===== src/rtl/stopwatch_button_ctrl.sv =====
// rtl/stopwatch_button_ctrl.sv - button conditioning, run/pause/lap FSM and lap-freeze display path
module stopwatch_button_ctrl #(
  parameter int unsigned DEBOUNCE_CYCLES = 1_000_000,
  parameter int unsigned LAP_MAX         = 7
) (
  input  logic        clk,
  input  logic        reset,
  input  logic        btn_ss,
  input  logic        btn_lr,
  input  logic [23:0] time_bcd,
  output logic        sw_start,
  output logic        sw_stop,
  output logic        sw_reset,
  output logic [23:0] disp_bcd,
  output logic        run,
  output logic        lap_active,
  output logic [2:0]  lap_count
);

  localparam int unsigned CNT_W = (DEBOUNCE_CYCLES > 2) ? $clog2(DEBOUNCE_CYCLES) : 1;
  localparam logic [CNT_W-1:0] CNT_MAX = CNT_W'(DEBOUNCE_CYCLES - 1);
  localparam logic [2:0] LAP_SAT = 3'(LAP_MAX);

  typedef enum logic [1:0] {IDLE, RUNNING, PAUSED, LAP} state_e;

  // Bit 0 is the start/stop button, bit 1 the lap/reset button.
  logic [1:0]            s1_q, s2_q, db_q, db_d, db_prev_q;
  logic [1:0][CNT_W-1:0] cnt_q, cnt_d;
  logic                  ss_evt, lr_evt;

  state_e      state_q;
  logic        sw_start_q, sw_stop_q, sw_reset_q, run_q, lap_q;
  logic [2:0]  lap_cnt_q;
  logic [23:0] lap_bcd_q, disp_q;

  always_comb begin
    cnt_d = cnt_q;
    db_d  = db_q;
    for (int i = 0; i < 2; i++) begin
      if (s2_q[i] == db_q[i]) begin
        cnt_d[i] = '0;
      end else if (cnt_q[i] == CNT_MAX) begin
        db_d[i]  = s2_q[i];
        cnt_d[i] = '0;
      end else begin
        cnt_d[i] = cnt_q[i] + CNT_W'(1);
      end
    end
  end

  always_ff @(posedge clk or posedge reset) begin
    if (reset) begin
      s1_q      <= '0;
      s2_q      <= '0;
      db_q      <= '0;
      db_prev_q <= '0;
      cnt_q     <= '0;
    end else begin
      s1_q      <= {btn_lr, btn_ss};
      s2_q      <= s1_q;
      db_q      <= db_d;
      db_prev_q <= db_q;
      cnt_q     <= cnt_d;
    end
  end

  assign ss_evt = db_q[0] & ~db_prev_q[0];
  assign lr_evt = db_q[1] & ~db_prev_q[1];

  always_ff @(posedge clk or posedge reset) begin
    if (reset) begin
      state_q    <= IDLE;
      sw_start_q <= 1'b0;
      sw_stop_q  <= 1'b0;
      sw_reset_q <= 1'b0;
      run_q      <= 1'b0;
      lap_q      <= 1'b0;
      lap_cnt_q  <= '0;
      lap_bcd_q  <= '0;
      disp_q     <= '0;
    end else begin
      sw_start_q <= 1'b0;
      sw_stop_q  <= 1'b0;
      sw_reset_q <= 1'b0;
      // On the capture edge the live sample equals the captured value, so
      // the frozen display needs no special first cycle.
      disp_q     <= (state_q == LAP) ? lap_bcd_q : time_bcd;
      case (state_q)
        IDLE: begin
          if (ss_evt) begin
            sw_start_q <= 1'b1;
            run_q      <= 1'b1;
            state_q    <= RUNNING;
          end
        end
        RUNNING: begin
          if (ss_evt) begin
            sw_stop_q <= 1'b1;
            run_q     <= 1'b0;
            state_q   <= PAUSED;
          end else if (lr_evt) begin
            lap_bcd_q <= time_bcd;
            if (lap_cnt_q < LAP_SAT) lap_cnt_q <= lap_cnt_q + 3'd1;
            lap_q     <= 1'b1;
            state_q   <= LAP;
          end
        end
        LAP: begin
          if (ss_evt) begin
            sw_stop_q <= 1'b1;
            run_q     <= 1'b0;
            lap_q     <= 1'b0;
            state_q   <= PAUSED;
          end else if (lr_evt) begin
            lap_q   <= 1'b0;
            state_q <= RUNNING;
          end
        end
        PAUSED: begin
          if (ss_evt) begin
            sw_start_q <= 1'b1;
            run_q      <= 1'b1;
            state_q    <= RUNNING;
          end else if (lr_evt) begin
            sw_reset_q <= 1'b1;
            lap_cnt_q  <= '0;
            state_q    <= IDLE;
          end
        end
        default: state_q <= IDLE;
      endcase
    end
  end

  assign sw_start   = sw_start_q;
  assign sw_stop    = sw_stop_q;
  assign sw_reset   = sw_reset_q;
  assign run        = run_q;
  assign lap_active = lap_q;
  assign lap_count  = lap_cnt_q;
  assign disp_bcd   = disp_q;

endmodule


===== config.mk =====
export PLATFORM = sky130hd
export DESIGN_NAME = stopwatch_button_ctrl
export DESIGN_NICKNAME = d
export VERILOG_FILES = /design/src/rtl/stopwatch_button_ctrl.sv
export SDC_FILE = /design/constraint.sdc
export NUM_CORES = 1
export LEC_CHECK = 0
export ABC_AREA = 1
export CORE_AREA = 5 5 80 118
export DETAILED_ROUTE_END_ITERATION = 12
export DIE_AREA = 0 0 85 123
export HOLD_SLACK_MARGIN = 0.1
export PLACE_DENSITY = 0.84
export SLEW_MARGIN = 10
export SYNTH_ARGS = -nofsm -noshare
export SYNTH_HDL_FRONTEND = slang
export SYNTH_SLANG_ARGS = --single-unit

===== constraint.sdc =====
create_clock -name clk -period 6.3 [get_ports clk]
set_input_delay 1.26 -clock clk [delete_from_list [all_inputs] [get_ports clk]]
set_output_delay 1.26 -clock clk [all_outputs]
set_load 0.005 [all_outputs]

==> results.md, run 1 <==
- CP max stage cell: clkdlybuf4s50_1
- Avg WL per Cell: 14.0 µm
- Count of pins over their slew limit: 0
- Dpl cells: 713
- Pint: 1.08 mW
- Core area: 8310 µm²
- Global-route wire length before repair: 17500 µm
- Post-DRT Antenna Nets: 0
- Layout Skew: 0.00675 ns
- Layout cells sized above 1: 0.0868
- Grt ovf: 0
- Post-Syn Nets: 588
- Net load switching power: 302 µW
- Final Net Count: 648
- Hold WC Path Type: reg2reg
- Critical Path Sink Type: output pin
- Crit path kind: reg2out
- Type of origin of the critical path: register
- Top_reg_cell synth: dfrtp_1
- CTS tree: yes
- Inserted Diodes: 0
- Rel. slew slack: 0.545
- Post-layout min period: 2.63 ns
- Die Ht: 123 µm
- Clock root buffer: clkbuf_16
- CTS Hold Bufs: 0
- Clock Latency Late Sink: 0.35 ns
- Initial antenna violation count: 0
- CP Depth: 1
- Finished Core Util: 0.702
- Part of the power in registers: 0.505
- Unique masters post-synth: 34
- Clock power share: 0.444
- R2r setup slk: 4.29 ns
- Run status: complete, no violations
- Crit path DAT: 1.37 ns
- Pin count of the biggest net entering global routing: 58
- Multi-input gate area: 1870 µm²
- Post-Layout Cell Count: 729
- Switching Share: 0.218
- Vias in the first global route: 3816
- Seq/Total Area, Yosys: 0.548
- Critical Path, Cell by Cell: clkdlybuf4s50_1
- GR Util All Layers: 0.210
- Vias per cell: 5.21
- FF-to-FF Start: db_q[0]
- Total Wirelength: 10200 µm
- Flops & latches, synth: 106
- Clock sink total: 106
- Min-Delay Startpoint: s1_q[1]
- Setup bufs post-CTS: 0
- Number of buffers and inverters on the critical path: 1
- Post-cts resize count: 0
- P_leak: 2.64 nW
- Area grow syn2layout: 20.5%
- Cell area after synthesis: 4840 µm²
- Crit path largest cell delay: 0.57 ns
- Placer Congestion: 0.898
- Setup crit end: lap_count[0]
- IO buf count: 59
- Delay-heaviest family, CP: buffers and inverters
- Reg2Reg Depth: 6
- EDFF count, synth: 0
- Design area: 5830 µm²
- Fillers: 645
- Clock transition at path regs: 0.07 ns
- Via count: 3797
- Final Hold Fails: 0
- Starting Density: 0.582
- Post-place instance area: 5510 µm²
- Setup TNS: 0 ns
- I/O pins: 60
- DRC viols: 0
- Yosys warnings: 0
- Avg Cell Area, Syn: 8.69 µm²
- Worst EP required: 5.04 ns
- Combinational share of power: 0.051
- Origin of the worst setup path: lap_count[0]
- Reg-to-reg endpoint: lap_bcd_q[12]
- Final Cycle Share: 0.418
- Hpwl dp: 7090 µm
- Maxcap violations: 0
- RSZ-0062 raised after global routing: false
- Final setup vio count: 0
- Die width: 85 µm
- Number of buffers on the longest clock path: 2
- Num rows: 41
- FFs w/ async S/R, synth: 1.00
- Die area: 10500 µm²
- Maximum VDD drop: 219 µV
- Pre-Repair DR Iteration Count: 5
- TritonCTS Buffers: 9
- Initial drt markers: 168
- Cells after synthesis: 557
- Cell Pwr Density: 237 nW/µm²
- Storage element area: 2650 µm²
- H-tree depth: 3
- Fmax: 0.380 GHz
- Worst Path Max Fanout: 5
- Measured slew at the worst slew-check pin: 0.683 ns
==> worst min path at each step <==
stage / depth (start not counted) / slack, ns / end
after global placement: 0 / 0.34 / s2_q[0]
after floorplan: 0 / 0.33 / s2_q[0]
after detailed placement: 0 / 0.34 / s2_q[0]
after global routing: 0 / 0.37 / s2_q[1]
after CTS: 0 / 0.36 / s2_q[1]
final: 0 / 0.36 / s2_q[1]
==> routing by layer <==
| layer | up-vias | global-route usage | part of all wire |
|---|---|---|---|
| met5 | - | 0 | 0 |
| met4 | 0 | 0.0861 | 0.019 |
| met3 | 15 | 0.0353 | 0.039 |
| met2 | 88 | 0.369 | 0.54 |
| met1 | 1824 | 0.255 | 0.40 |
| li1 | 1870 | - | - |
==> cell usage in the layout, fill, tap and decap left out, types with 2 or more instances in the layout <==
cell type and instances:
a21oi_1 20, clkbuf_16 9, nand2_2 2, clkdlybuf4s50_1 59
nand4_1 6, buf_4 2, nor2_2 3, xnor2_1 7
inv_6 3, o21ai_2 15, nand2_1 118, inv_2 3
nor2_1 98, o21ai_0 26, nand3_1 39, xor2_1 14
inv_1 61, nor3_1 4, ha_1 3, dfrtp_1 106
nor3_4 2, bufinv_16 2, and2_1 2, nor2_4 4
==> through the flow <==
stage	worst slack, ns	power (mW)	hold WS (ns)
3_5_place_dp	3.38	0.783	0.337
4_1_cts	3.67	1.39	0.363
3_3_place_gp	3.42	0.781	0.338
2_1_floorplan	2.25	0.740	0.331
5_1_grt	3.56	1.43	0.372
6_report	3.67	1.38	0.364
==> worst register-to-register path, delay by kind of cell, from the launching register on <==
family | cells | cell delay (ns)
buffers and inverters | 1 | 0.37
flip-flops | 1 | 0.43
AND/OR/NAND/NOR | 4 | 1.00
AO/OA/AOI/OAI | 1 | 0.07
==> area by class of cell <==
cell class,instances,share of cell area
Sequential cell,106,0.455
Inverter,65,0.0423
Multi-Input combinational cell,374,0.320
Clock buffer,9,0.0386
Timing Repair Buffer,61,0.104
Tap cell,107,0.0230
Clock inverter,7,0.0172
==> power by group through the flow <==
stage / Clock [mW] / Sequential, mW / Combinational [mW]
6_report: 0.613 / 0.698 / 0.0703
5_1_grt: 0.650 / 0.700 / 0.0788
4_1_cts: 0.619 / 0.699 / 0.0724
3_5_place_dp: 0 / 0.711 / 0.0717
3_3_place_gp: 0 / 0.712 / 0.0695
2_1_floorplan: 0 / 0.712 / 0.0283
==> cell usage after synthesis (3+ instances only) <==
cell | count | share of area
a21oi_1 | 20 | 0.021
buf_2 | 3 | 0.0031
buf_6 | 3 | 0.0070
clkbuf_1 | 5 | 0.0039
dfrtp_1 | 106 | 0.55
ha_1 | 3 | 0.0078
inv_1 | 62 | 0.048
inv_2 | 3 | 0.0023
nand2_1 | 118 | 0.092
nand3_1 | 39 | 0.040
nand4_1 | 6 | 0.0078
nor2_1 | 98 | 0.076
nor2_2 | 3 | 0.0039
nor2_4 | 4 | 0.0093
nor3_1 | 4 | 0.0041
o21ai_0 | 26 | 0.027
o21ai_2 | 15 | 0.027
xnor2_1 | 7 | 0.013
xor2_1 | 14 | 0.025
==> cells by family (layout without fill, tap and decap cells) <==
kind of cell,after synthesis,count (layout),share of synthesized area
buffers and inverters,77,142,0.0659
xor gates and xnor gates,21,21,0.0380
adders and majority gates,3,3,0.00776
and+or+nand+nor,286,286,0.261
DFF,106,106,0.548
AOI/OAI and AO/OA,64,64,0.0789
==> sequential cells by signal, indices dropped and copies added, names as in the netlist <==
signal	flops
sw_start	1
lap_count	3
state_q	2
run	1
cnt_q	40
s1_q	2
sw_stop	1
lap_bcd_q	24
lap_active	1
db_prev_q	2
db_q	2
sw_reset	1
s2_q	2
disp_bcd	24
No activity file was read; power rests on OpenSTA's default activity.
==> run 2, diff against run 1 <==
--- a/config.mk
+++ b/config.mk
@@ -6,11 +6,11 @@
 export NUM_CORES = 1
 export LEC_CHECK = 0
 export ABC_AREA = 1
-export CORE_AREA = 5 5 80 118
+export CORE_AREA = 5 5 87 129
 export DETAILED_ROUTE_END_ITERATION = 12
-export DIE_AREA = 0 0 85 123
+export DIE_AREA = 0 0 92 134
 export HOLD_SLACK_MARGIN = 0.1
-export PLACE_DENSITY = 0.84
+export PLACE_DENSITY = 0.74
 export SLEW_MARGIN = 10
 export SYNTH_ARGS = -nofsm -noshare
 export SYNTH_HDL_FRONTEND = slang
==> constraint.sdc (replaced) <==
create_clock -name clk -period 2.2 [get_ports clk]
set_input_delay 0.44 -clock clk [delete_from_list [all_inputs] [get_ports clk]]
set_output_delay 0.44 -clock clk [all_outputs]
set_load 0.005 [all_outputs]
==> results.md, run 2 (synthesis gave the netlist of run 1 again) <==
- Run status: complete, no violations
- Vias in the first global route: 3791
- Pin count of the biggest net entering global routing: 65
- Avg WL per Cell: 13.2 µm
- Worst EP required: 1.76 ns
- RSZ-0062 raised after global routing: false
- Delay-heaviest family, CP: buffers and inverters
- Hpwl dp: 7080 µm
- Met2 WL: 5190 µm
- Most common cell after layout, fill and taps aside: nand2_1
- Reg-to-reg endpoint: lap_bcd_q[21]
- CTS Hold Bufs: 0
- Setup bufs post-CTS: 0
- CTS tree: yes
- Critical Path, Cell by Cell: clkdlybuf4s50_1
- Hold WC Path Type: in2async
- WHS: 0.335 ns
- Area grow syn2layout: 20.8%
- Cell Pwr Density: 642 nW/µm²
- IO buf count: 59
- Final Net Count: 650
- Total Wirelength: 9750 µm
- Post-DRT Antenna Nets: 0
- Vias per cell: 5.04
- Fmax: 0.566 GHz
- DRC viols: 0
- Count of pins over their slew limit: 0
- CP Depth: 1
- Num rows: 45
- Layout Skew: 0.00697 ns
- Final setup vio count: 0
- GR Util All Layers: 0.169
- Initial antenna violation count: 0
- Pre-Repair DR Iteration Count: 4
- Crit path largest cell delay: 0.55 ns
- Crit path kind: reg2out
- Die area: 12300 µm²
- Clock transition at path regs: 0.07 ns
- Number of buffers on the longest clock path: 2
- Met3 wire length: 404 µm
- Inserted Diodes: 0
- CP max stage cell: clkdlybuf4s50_1
- FF-to-FF Start: db_q[0]
- Starting Density: 0.483
- Reg2Reg Depth: 6
- Rel. slew slack: 0.600
- Critical Path Sink Type: output pin
- Number of flip-flops in the largest register: 40
- P_leak: 2.63 nW
- Die width: 92 µm
- Largest Register: cnt_q
- R2r setup slk: 0.59 ns
- Setup TNS: 0 ns
- Layout cells sized above 1: 0.0881
- Final Hold Fails: 0
- Worst Path Max Fanout: 5
- Origin of the worst setup path: lap_count[0]
- Via count: 3733
- Grt ovf: 0
- Most frequent cells in the layout: nand2_1 (118), dfrtp_1 (106), nor2_1 (98)
- Clock sink total: 106
- Maximum VDD drop: 522 µV
- Final Cycle Share: 0.803
- Number of buffers and inverters on the critical path: 1
- Initial drt markers: 172
- Clock Latency Late Sink: 0.34 ns
- Crit path DAT: 1.33 ns
- Met1 Wirelength: 3990 µm
- Clock root buffer: clkbuf_16
- Measured slew at the worst slew-check pin: 0.599 ns
- Top layer used by detailed routing: met4
- Die Ht: 134 µm
- I/O pins: 60
- Type of origin of the critical path: register
- Core area: 10000 µm²
- Global-route wire length before repair: 17000 µm
- Post-layout min period: 1.77 ns
- Placer Congestion: 0.889
- Post-cts resize count: 0
- Maxcap violations: 0
- Setup crit end: lap_count[0]
- H-tree depth: 3
- TritonCTS Buffers: 9
==> run 2: routing by layer <==
layer | up-vias | track usage
li1 | 1885 | -
met1 | 1744 | 0.200
met2 | 88 | 0.299
met3 | 16 | 0.0376
met4 | 0 | 0.0612
met5 | - | 0
==> run 2: worst min-delay path by stage <==
stage	end	slack [ns]
after floorplan	s2_q[0]	0.33
after global placement	s2_q[0]	0.34
after detailed placement	s2_q[1]	0.35
after CTS	sw_start	0.33
after global routing	sw_start	0.35
final	sw_start	0.34
==> run 2: stage by stage <==
| stage | power (mW) | worst slack, ns | instances | utilization | cell area, µm² |
|---|---|---|---|---|---|
| global placement | 2.25 | 0.673 | 725 | 0.555 | 5560 |
| CTS | 3.80 | 0.409 | 741 | 0.583 | 5850 |
| finish | 3.76 | 0.433 | 741 | 0.583 | 5850 |
| floorplan | 2.12 | 0.486 | 557 | - | 4840 |
| detailed placement | 2.25 | 0.564 | 725 | 0.555 | 5560 |
| global route | 3.91 | 0.356 | 741 | 0.583 | 5850 |
==> run 2: layout make-up <==
type                       count  area (µm²)
clock inverter                 6        57.6
inverter                      65         248
clock buffer                  10         229
multi-input combinational    374        1870
timing repair buffer          63         646
sequential                   106        2650
tap                          117         146
fill                         879        4180
==> run 2: where the power goes <==
group | internal, mW | switching (mW) | total [mW]
Clock | 0.797 | 0.750 | 1.55
Sequential | 1.98 | 0.0175 | 2.00
Combinational | 0.108 | 0.101 | 0.209
==> edit 1 (flow settings as in run 2) <==
Reset style: synchronous (`reset`), changed in 2 clocked blocks.
--- a/src/rtl/stopwatch_button_ctrl.sv
+++ b/src/rtl/stopwatch_button_ctrl.sv
@@ -50,3 +50,3 @@
 
-  always_ff @(posedge clk or posedge reset) begin
+  always_ff @(posedge clk) begin
     if (reset) begin
@@ -69,3 +69,3 @@
 
-  always_ff @(posedge clk or posedge reset) begin
+  always_ff @(posedge clk) begin
     if (reset) begin
Check against the original RTL: differs if reset is asserted again (counterexample within 4 cycles, from zero or initial values and one cycle with reset high); with reset held inactive, the same outputs for 10 cycles.
==> edit 1 against run 2 <==
  * Synthesized area is 6.5% lower
  * Cell count is 5.8% higher
  * Non-clock buffer count stayed put
  * Design area is 7.0% lower
  * Sequential cell count stayed put
  * Setup slack better by 29 ps
  * Wire length is 0.48% higher
  * Die area stayed put
  * Total power is 4.4% lower
  * Highest routed layer unchanged
==> edit 1: results (changes against run 2) <==
[status]
status=finished, final reports clean  ; unchanged

[route]
vias=3978  ; was 3733
route.detailed.wl_per_inst_um=12.49  ; was 13.16 µm
routed_wire_length_um=9795  ; was 9748 µm
first_iter_violations=249  ; was 172

[min_path]
worstHoldPathType=reg2reg  ; was in2async

[place]
dpl.hpwl_um=7164  ; was 7079 µm
instance_area_after_placement_um2=5161  ; was 5559 µm²
placed_cells_incl_taps=768  ; was 725
routabilityCongestion=0.8659  ; was 0.8889
pre_cts_slack_ps=340.0  ; was 564.3 ps

[final_layout]
sequential_cell_area_um2=2122  ; was 2653 µm²
fill_cells=918  ; was 879
nets=693  ; was 650
final_layout_size_suffix_gt1_share_pct=8.246  ; was 8.814%

[grt]
pin_count_of_the_biggest_net_entering_global_routing=37  ; was 65
grt_util_all_layers_pct=16.27  ; was 16.86%
first_global_vias=3844  ; was 3791
grt_first_pass_wirelength_um=16660  ; was 17000 µm
globalRoute.totalOverflow=0  ; unchanged

[yosys]
postSynth.asyncResetShare_pct=0  ; was 100.0%
synth.avg_cell_area_um2=7.452  ; was 8.687 µm²
syn_nets=638  ; was 588
synth_sequential_area_ratio_pct=46.92  ; was 54.82%
yosys-top-cells-count=nor2_1 (120), nand2_1 (107), dfxtp_1 (106)  ; was nand2_1 (118), dfrtp_1 (106), nor2_1 (98)
synthTopCellsByArea=dfxtp_1 (47%), nor2_1 (10%), nand2_1 (8.9%)  ; was dfrtp_1 (55%), nand2_1 (9.2%), nor2_1 (7.6%)
yosysUniqueCellTypes=30  ; was 34

[critical_path]
rr_endpoint=disp_bcd[0]$_SDFF_PP0_  ; was lap_bcd_q[21]$_DFFE_PP0P_
timing.reg2reg.worst_path_depth=4  ; was 6
timing.reg2reg.setup_slack_ps=470  ; was 590 ps
r2r_start=state_q[0]$_SDFFE_PP0P_  ; was db_q[0]$_DFFE_PP0P_

[pwr]
clk-power_mw=1.46  ; was 1.55 mW
worst_ir_drop_vdd_mv=0.5264  ; was 0.5224 mV
p_sw_share_pct=20.81  ; was 23.13%
total_leakage_power_nw=1.828  ; was 2.633 nW
p_per_area_nw_per_um2=660.8  ; was 642.4 nW/µm²

[cts]
cts_setup_buffers=0  ; unchanged
post_cts.resized_instances=0  ; unchanged

[sta]
hold_slack_ps=409.2  ; was 335.2 ps
final.setup_skew_ps=6.337  ; was 6.973 ps
slew_headroom_pct=64.28  ; was 60.03%

edit 1: cell count changes in the layout (fill, tap and decap cells not counted), sizes merged, moves of 4 or more:
cell / delta
dfrtp: -106
dfxtp: +106
a21oi: +42
nor2: +23
inv: -10
nand2: -9
xor2: -8
or2: +4
edit 1: how the worst max path moves through the flow:
stage                                         start                endpoint  slack, ps  depth (start not counted)
after global routing        state_q[0]$_SDFFE_PP0P_  disp_bcd[0]$_SDFF_PP0_        260                          4
final                     lap_count[0]$_SDFFE_PP0P_            lap_count[0]        460                          1
after CTS                   state_q[0]$_SDFFE_PP0P_  disp_bcd[0]$_SDFF_PP0_        440                          4
after floorplan                 cnt_q[0]$_SDFF_PP0_     cnt_q[9]$_SDFF_PP0_        830                          7
after global placement                        reset    cnt_q[18]$_SDFF_PP0_        390                          7
after detailed placement                      reset    cnt_q[12]$_SDFF_PP0_        340                          7
edit 1: cell type report:
| class | count | share of cell area [%] |
|---|---|---|
| Tap cell | 117 | 2.693 |
| Sequential cell | 106 | 39.04 |
| Multi-Input combinational cell | 424 | 37.80 |
| Inverter | 58 | 4.006 |
| Clock inverter | 4 | 0.5064 |
| Timing Repair Buffer | 63 | 11.42 |
| Clock buffer | 12 | 4.535 |
edit 1: cell families (layout without fill, tap and decap cells):
kind of cell               count (synthesis)  in the layout  share of synthesized area, %
and+or+nand+nor                          303            303                         29.54
xor gates and xnor gates                  14             14                         2.711
AOI/OAI and AO/OA                        104            104                         12.34
adders and majority gates                  3              3                        0.8300
DFF                                      106            106                         46.92
buffers and inverters                     77            137                         7.662
edit 1: routing by layer:
metal	vias up	part of all wire, %	track usage (%)
li1	2046	-	-
met1	1824	41	17.58
met2	87	52	29.67
met3	21	4.0	3.591
met4	0	2.5	7.851
met5	-	0	0
==> edit 2 (flow settings as in run 2) <==
Made on the original files. Set the parameter `DEBOUNCE_CYCLES` to 250_000 (it was 1_000_000).
--- a/src/rtl/stopwatch_button_ctrl.sv
+++ b/src/rtl/stopwatch_button_ctrl.sv
@@ -2,3 +2,3 @@
 module stopwatch_button_ctrl #(
-  parameter int unsigned DEBOUNCE_CYCLES = 1_000_000,
+  parameter int unsigned DEBOUNCE_CYCLES = 250_000,
   parameter int unsigned LAP_MAX         = 7
Function: no difference found for any inputs over 10 cycles, from zero or initial values and one cycle with reset high; that may be too few to reach the edited logic, so the function may still have changed.
==> edit 2 against run 2 <==
  * Setup slack got worse by 6.8 ps
  * Design area shrank 5.0%
  * First-iteration DRC count grew 7.6%
  * Die area is the same
  * Register-to-register slack better by 60 ps
  * Synthesized area is 6.3% lower
  * Sequential cell count decreased by 4
  * Global-route usage fell by 1.2 points
  * Total power decreased by 2.0%
  * Worst hold slack gained 21 ps
  * Wire length decreased by 6.9%
  * Critical endpoint is now lap_count[2]
  * Largest cell class unchanged
==> edit 2: results (changes against run 2) <==
[critical_path]
r2r_start=cnt_q[0]$_DFF_PP0_  ; was db_q[0]$_DFFE_PP0P_
arrival_ps=1330  ; about the same
timing.reg2reg.worst_path_depth=8  ; was 6
setup.worst_path.start=lap_count[2]$_DFFE_PP0P_  ; was lap_count[0]$_DFFE_PP0P_
timing.reg2reg.setup_slack_ps=650  ; was 590 ps
cp_slowest_stage_delay_ps=580  ; was 550 ps
endpoint=lap_count[2]  ; was lap_count[0]
rr_endpoint=cnt_q[7]$_DFF_PP0_  ; was lap_bcd_q[21]$_DFFE_PP0P_

[grt]
grt_first_pass_wirelength_um=15680  ; was 17000 µm
met3_usage_in_global_routing_pct=4.097  ; was 3.760%
grt_util_all_layers_pct=15.67  ; was 16.86%
groute.layer.met2.usage_pct=28.09  ; was 29.88%
pin_count_of_the_biggest_net_entering_global_routing=103  ; was 65
grt.met1_usage_pct=17.20  ; was 19.96%

[pwr]
p_sw_share_pct=21.50  ; was 23.13%
total_leakage_power_nw=2.446  ; was 2.633 nW
seq_cell_power_mw=1.93  ; was 2.00 mW

[place]
instance_area_after_placement_um2=5264  ; was 5559 µm²
routabilityCongestion=0.9050  ; was 0.8889
buffer_ports.inserted=59  ; unchanged
dpl.hpwl_um=6542  ; was 7079 µm

[yosys]
yosys-top-cells-count=dfrtp_1 (102), nor2_1 (98), nand2_1 (93)  ; was nand2_1 (118), dfrtp_1 (106), nor2_1 (98)
yosysUniqueCellTypes=31  ; was 34
syn_nets=543  ; was 588
synthTopCellsByArea=dfrtp_1 (56%), nor2_1 (8.1%), nand2_1 (7.7%)  ; was dfrtp_1 (55%), nand2_1 (9.2%), nor2_1 (7.6%)
synth_sequential_area_ratio_pct=56.29  ; was 54.82%
number_of_instances_in_the_synthesized_netlist=512  ; was 557

[route]
vias=3500  ; was 3733
wirelength_met1_um=3453  ; was 3991 µm
first_iter_violations=185  ; was 172
met3RoutedLength_um=461  ; was 404 µm
routed_wire_length_um=9079  ; was 9748 µm
wl_met2_um=4928  ; was 5186 µm

[sta]
final.setup_skew_ps=4.810  ; was 6.973 ps
worst_max_slew_pin_slew_ps=555.3  ; was 598.6 ps
final_period_minus_worst_setup_slack_ps=1774  ; was 1767 ps
hold_slack_ps=356.2  ; was 335.2 ps

[status]
status=finished, final reports clean  ; unchanged

[min_path]
worstHoldPathType=reg2reg  ; was in2async

[final_layout]
final_layout_size_suffix_gt1_share_pct=10.69  ; was 8.814%
number_of_flip_flops_under_the_largest_register_name=36  ; was 40
fill_cells=862  ; was 879

## edit 2: final cells by class
cell class	count	share of cell area (%)
inverters	61	4.192
multi-input cells	338	30.25
clock inverters	6	1.127
repair buffers	64	11.76
flip-flops and latches	102	45.98
clock buffers	9	4.057
well taps	117	2.637
## edit 2: stage by stage
step / util, % / power (mW) / worst slack [ps] / cells
6_report: 55.39 / 3.680 / 426.4 / 697
5_1_grt: 55.39 / 3.825 / 374.0 / 697
4_1_cts: 55.39 / 3.727 / 415.1 / 697
3_5_place_dp: 52.52 / 2.166 / 658.1 / 682
3_3_place_gp: 52.52 / 2.161 / 735.5 / 682
2_1_floorplan: - / 2.037 / 542.4 / 512
## edit 2: cell families (layout without fill, tap and decap cells)
group	Yosys count	count (layout)	share of synthesized area, %
buffers and inverters	72	140	6.677
adders and majority gates	3	3	0.8279
xor gates and xnor gates	16	16	3.256
AOI/OAI and AO/OA	62	62	7.809
and+or+nand+nor	257	257	25.14
DFF	102	102	56.29
